### src/rtl/regfile_mp.sv
// regfile_mp: parametrised register file, NRD comb read ports, one write port,
// write-to-read bypass and a per-register busy scoreboard for decode stalls.
//   clk/clr : clock, synchronous active-high clear
//   rn/q/busy : per-port read address, read data, scoreboard flag
//   wn/d/we : write port;  bn/bset : scoreboard set port
module regfile_mp #(
  parameter int WIDTH   = 32,
  parameter int DEPTH   = 32,
  parameter int NRD     = 2,
  parameter bit ZERO_R0 = 1'b1,
  parameter bit BYPASS  = 1'b1,
  localparam int AW     = (DEPTH > 1) ? $clog2(DEPTH) : 1
) (
  input  logic                 clk,
  input  logic                 clr,
  input  logic [NRD*AW-1:0]    rn,
  output logic [NRD*WIDTH-1:0] q,
  output logic [NRD-1:0]       busy,
  input  logic [AW-1:0]        wn,
  input  logic [WIDTH-1:0]     d,
  input  logic                 we,
  input  logic [AW-1:0]        bn,
  input  logic                 bset
);

  logic [WIDTH-1:0] mem_q [DEPTH];
  logic [WIDTH-1:0] mem_d [DEPTH];
  logic [DEPTH-1:0] sb_q;
  logic [DEPTH-1:0] sb_d;

  logic wr_ok;
  logic bs_ok;

  // Address names a real, writable register: in range and not the
  // hardwired zero register.
  function automatic logic addr_ok(input logic [AW-1:0] a);
    logic in_rng;
    in_rng = (32'(a) < 32'(DEPTH));
    return in_rng && !(ZERO_R0 && (a == '0));
  endfunction

  assign wr_ok = we && addr_ok(wn);
  assign bs_ok = bset && addr_ok(bn);

  // Next state. Busy-set is applied after the write so a new producer
  // issued in the same cycle as the old one retires keeps the reg busy.
  always_comb begin
    sb_d = sb_q;
    for (int j = 0; j < DEPTH; j++) begin
      mem_d[j] = mem_q[j];
      if (wr_ok && (wn == AW'(j))) begin
        mem_d[j] = d;
        sb_d[j]  = 1'b0;
      end
      if (bs_ok && (bn == AW'(j))) begin
        sb_d[j] = 1'b1;
      end
    end
  end

  always_ff @(posedge clk) begin
    if (clr) begin
      for (int j = 0; j < DEPTH; j++) begin
        mem_q[j] <= '0;
      end
      sb_q <= '0;
    end else begin
      for (int j = 0; j < DEPTH; j++) begin
        mem_q[j] <= mem_d[j];
      end
      sb_q <= sb_d;
    end
  end

  for (genvar i = 0; i < NRD; i++) begin : g_rd
    logic [AW-1:0]    ra;
    logic [WIDTH-1:0] rd_q;
    logic             rd_b;

    assign ra = rn[i*AW +: AW];

    always_comb begin
      rd_q = '0;
      rd_b = 1'b0;
      if (!addr_ok(ra)) begin
        rd_q = '0;
        rd_b = 1'b0;
      end else if (BYPASS && wr_ok && (wn == ra)) begin
        rd_q = d;
        rd_b = 1'b0;
      end else begin
        rd_q = mem_q[ra];
        rd_b = sb_q[ra];
      end
    end

    assign q[i*WIDTH +: WIDTH] = rd_q;
    assign busy[i]             = rd_b;
  end

endmodule

### config.mk
export PLATFORM = sky130hd
export DESIGN_NAME = regfile_mp
export DESIGN_NICKNAME = d
export VERILOG_FILES = /design/src/rtl/regfile_mp.sv
export SDC_FILE = /design/constraint.sdc
export NUM_CORES = 2
export LEC_CHECK = 0
export BUFFER_PORTS_ARGS = -buffer_cell sky130_fd_sc_hd__buf_2
export CAP_MARGIN = 20
export CORE_ASPECT_RATIO = 0.8
export CORE_MARGIN = 1.5
export CORE_UTILIZATION = 45
export DETAILED_ROUTE_END_ITERATION = 10
export GPL_ROUTABILITY_DRIVEN = 0
export PLACE_DENSITY_LB_ADDON = 0.3
export SLEW_MARGIN = 20
export SYNTH_ARGS = -nofsm -noshare
export SYNTH_HDL_FRONTEND = slang
export SYNTH_SLANG_ARGS = --single-unit
### constraint.sdc
create_clock -name clk -period 6 [get_ports clk]
set_input_delay 0.6 -clock clk [delete_from_list [all_inputs] [get_ports clk]]
set_output_delay 0.6 -clock clk [all_outputs]
set_load 0.01 [all_outputs]
# After elaboration in Yosys (flattened, before gate mapping)
# Memories as Yosys holds them, arrays and structs flattened.
# Index checks and enable logic that the tools add are counted.
# totals
output_inout_bits	66
in_bits	56
n_memories	1
ff_bits	32
ramBits	1024
elab_cells	444
# mem_list
name	depth	word_bits	read_ports	rd_clocked_by_memory_dff	write_ports	line_no	rtl
mem_q	32	32	2	0	32	26	logic [WIDTH-1:0] mem_q [DEPTH];
# classes
n_eq_ne	96
mux	143
reduce_logical	138
magnitude_cmp	2
n_bitwise	32
# op_table
op	count
32-bit 2-to-1 mux	68
5-bit == test (second input constant)	32
5-bit by 4-bit == test with 1-bit output (second input constant)	16
1-bit 2-to-1 mux	73
1-bit logical AND	68
2-bit AND reduction	32
2-bit nonzero test	32
5-bit by 3-bit == test with 1-bit output (second input constant)	8
1-bit != test (second input constant)	32
1-bit bitwise OR	32
5-bit by 2-bit == test with 1-bit output (second input constant)	4
5-bit zero test	4
5-bit by 6-bit < comparator with 1-bit output (second input constant)	2
1-bit binary-select mux with 5-bit select	2
5-bit by 1-bit == test with 1-bit output (second input constant)	2
5-bit == test	2
1-bit zero test	2

# Depth between registers and ports, before layout
# logic_depth
word_depth	7
ltp_mapped	10

# Worst setup path after synthesis
# Ideal clock, no wire load.
# synth_path
path_type	input port to output port
from	input rn[5]
to	output q[34]
t_arrival_ps	2285
setup_slack_ps	3115
cell_stages	6
path_cell_list	buf_6 buf_6 buf_2 mux4_2 a221o_1 a32o_1
# synth_via
elab_chain_len	4
word_cells_on_any_way	6
classes_between	eq/ne (1); mux (2); reduce/logical (2); memory (1)
# synth_rtl
item	line_no	rtl
start: declaration	16	input logic [NRD*AW-1:0] rn,
parallel branches: the longest is 3 deep, another holds memory 32 x 32 bit	--	
32-bit 2-to-1 mux (*)	85	if (!addr_ok(ra)) begin
end: declaration	17	output logic [NRD*WIDTH-1:0] q,
# Every way passes the cells marked *.

# Worst setup path in the final report
# layout_path
from	input rn[1]
to	output q[21]
# Same word-level chain as after synthesis.

==> parameters.txt <==
Parameter                              Value

Critical path
  Critical Path Slowest Stage Cell ... o31ai_1
  Critical path class ... in2out
  Critical-path maximum fanout ... 81
  Launch point of the worst path ... rn[1]
  Number of cells on the worst reg-to-reg path ... 2
  Reg-to-reg startpoint ... sb_q[29]
  CP endpoint kind ... output port
  Arrival time worst endpoint ... 3.99 ns
  FF-to-FF setup slack ... 5.31 ns
  Cell with the most instances on the worst path ... nand2_1
  Last element of the critical path ... q[21]
  Critical path's largest stage delay ... 0.93 ns
  Ordered cell list for the critical path ... buf_8 > buf_4 > mux4_2 > nand2_1 > nand2_1 > a221oi_1 > o31ai_1 > buf_2
  Critical Path Source Type ... input port
  Endpoint of the worst register-to-register path ... sb_q[29]
  Endpoint required time on the critical path ... 5.40 ns

Global routing
  Number of antenna violations at the first check in global routing ... 4
  Number of global-route vias before repair ... 34,800
  Total Routing Usage GR ... 0.307
  Pin count of the biggest net entering global routing ... 82
  First-pass GRT wire length ... 257,000 um
  GR Overflow Total ... 0

Timing
  Minimum period implied by the final worst setup slack ... 4.59 ns
  Period utilization ... 0.764
  Count of pins over their slew limit ... 0
  Setup repair after global routing missed its margin ... false
  Count of final hold-check violations ... 0
  Clock Skews ... 0 ns
  Max Freq ... 0.218 GHz
  Final count of negative-setup-slack endpoints ... 0
  Slew at the pin with the worst max-slew slack ... 1.26 ns
  Slew Limit Headroom ... 0.161
  Setup tns final ... 0 ns

Clock network
  CTS H-Tree Depth ... 3
  CTS tree ... yes
  Buffers inserted by post-CTS timing repair ... 0
  # hold bufs at CTS ... 0
  Clock slew seen by the registers of the worst setup and hold paths ... 0.06 ns
  Library cell used as clock root buffer ... clkbuf_16
  Clock latency of the later-clocked register in the worst-skew pair ... 0.68 ns
  Maximum number of buffers from clock root to sink ... 3
  PostCTS Resize Cnt ... 0
  Clock sink total ... 1,056
  Number of buffers added by the clock tree synthesis step ... 100

Cells and area
  Area added between synthesis and finish ... 10.4%
  Nets ... 3,643
  Share of layout cells above drive strength 1 ... 0.229
  Final cell area excluding filler cells ... 58,000 sq um
  Post-layout utilization of the core ... 0.503

Power and ir drop
  IR Drop Worst-Case VDD ... 243 uV
  Leakage power total ... 19.9 nW
  Power spent charging and discharging nets ... 4.54 mW
  Combinational group share of total power ... 0.136
  Switching part of the total power ... 0.257
  Internal cell power ... 13.1 mW
  Total power ... 17.7 mW
  Sequential fraction of design power ... 0.502
  Ratio of total power to cell area ... 305 nW/um^2
  Share of total power in the clock network ... 0.362

Routing
  Overall via count from detail_route ... 36,000
  DR pass1 iterations ... 6
  Post-detailed-route via-to-cell ratio ... 6.92
  Drt wl/cell ... 35.3 um
  Residual antenna-violating net count after detailed routing ... 0
  Number of DRC markers in iteration 0 ... 5,657
  Post-route DRC violation count ... 0
  Total Routed Length ... 183,000 um

Logic synthesis
  Number of instances in the synthesized netlist ... 3,558
  Number of unique standard cell types used by synthesis ... 59
  Most used standard cell by instance count after synthesis ... edfxtp_1
  Proportion of synthesized flip-flops having asynchronous set or reset ... 0
  Fraction of synthesized cell area taken by the top area cell type ... 0.586
  Post-synthesis instance area ... 52,500 sq um
  Warnings, synthesis ... 0
  Most instantiated cells after synthesis ... edfxtp_1, nor2_1, mux4_2, mux2i_1, nand2_1
  Synth Area per Inst ... 14.8 sq um
  Cell types with the largest area share after synthesis ... edfxtp_1, mux4_2, mux2i_1
  Sequential share of the synthesized area ... 0.598
  Main flop type after synthesis ... edfxtp_1
  Number of enable flip-flop cells after synthesis ... 1,024
  Post-synthesis sequential element count ... 1,056
  Most area-hungry cell type in the Yosys netlist ... edfxtp_1

Floorplan
  Core region area ... 115,000 sq um
  Standard-cell rows ... 111
  Horizontal die dimension ... 385 um
  Area of the die ... 119,000 sq um
  Starting Density ... 0.456
  Die height ... 309 um
  Number of ports placed on the die boundary ... 122

Hold path
  Path type of the worst min-delay path ... in2reg

Run
  Reported max-cap violation count ... 0

Place
  Count of input and output buffers ... 121
  HPWL after detailed placement ... 109,000 um
  Placed instance area ... 54,800 sq um

Outcome
  Result of the run ... finished clean
## registers in the layout (all words and copies together), names as in the netlist
register / flops
mem_q: 1024
sb_q: 32
## metal layers
layer | wire length (um) | GRT usage
met4 | 7120 | 0.108
met3 | 29800 | 0.112
met5 | 48 | 0
met2 | 77200 | 0.433
met1 | 69300 | 0.437
## worst min path at each step
stage          startpoint  slack, ns  endpoint  cells past startpoint
5_1_grt             bn[4]       0.30  sb_q[18]                      3
3_3_place_gp     sb_q[18]       0.47  sb_q[18]                      2
2_1_floorplan    sb_q[18]       0.44  sb_q[18]                      2
4_1_cts             bn[1]       0.27  sb_q[18]                      3
3_5_place_dp     sb_q[18]       0.47  sb_q[18]                      2
6_report            bn[4]       0.31  sb_q[18]                      3
## power groups by stage
stage                     combinational (mW)  sequential [mW]  clock [mW]
after floorplan                         1.46             8.92           0
after global placement                  2.31             8.99           0
after detailed placement                2.31             9.01           0
after CTS                               2.32             8.86        6.42
after global routing                    2.45             8.92        6.68
final                                   2.40             8.86        6.40
## cell usage in the layout, fill, tap and decap left out, types with 40 or more instances in the layout
cell type  count
a221o_1       46
buf_4         95
nand3_1       40
a21oi_1       61
edfxtp_1    1024
mux2_2        43
nand2_1      169
a22oi_1       71
clkbuf_16    103
a32o_1        64
nor2_1       584
o221ai_1      49
inv_1         58
mux2i_1      323
o22ai_1       63
mux4_2       365
buf_2        115
## area by class of cell
| type | count | area [sq um] |
|---|---|---|
| multi-input combinational | 2142 | 19700 |
| timing repair buffer | 225 | 1560 |
| antenna | 3 | 7.51 |
| tap | 1525 | 1910 |
| sequential | 1056 | 31400 |
| clock buffer | 122 | 2650 |
| inverter | 62 | 233 |
| fill | 9500 | 57200 |
| clock inverter | 59 | 548 |
## kinds of logic (layout without fill, tap and decap cells)
kind of cell,after synthesis,in the layout,synth area share
AOI/OAI and AO/OA,468,468,0.0690
xor gates and xnor gates,10,10,0.00167
buffers and inverters,391,468,0.0344
DFF,1056,1056,0.598
muxes,734,734,0.229
other,1,35,0.0000714
and+or+nand+nor,898,898,0.0682
## critical path, delay by kind of cell
family,cells,cell delay [ns]
simple gates,2,0.17
mux,1,0.34
compound gates,2,1.01
buf+inv,3,1.60
## metrics by stage
step	hold slack (ns)	std cells	worst slack, ns
finish	0.306	5194	1.41
global route	0.301	5191	1.55
CTS	0.273	5191	1.62
detailed placement	0.468	5010	1.68
global placement	0.465	5010	1.61
floorplan	0.442	3589	3.11
Power figures use the tool's default switching activity.
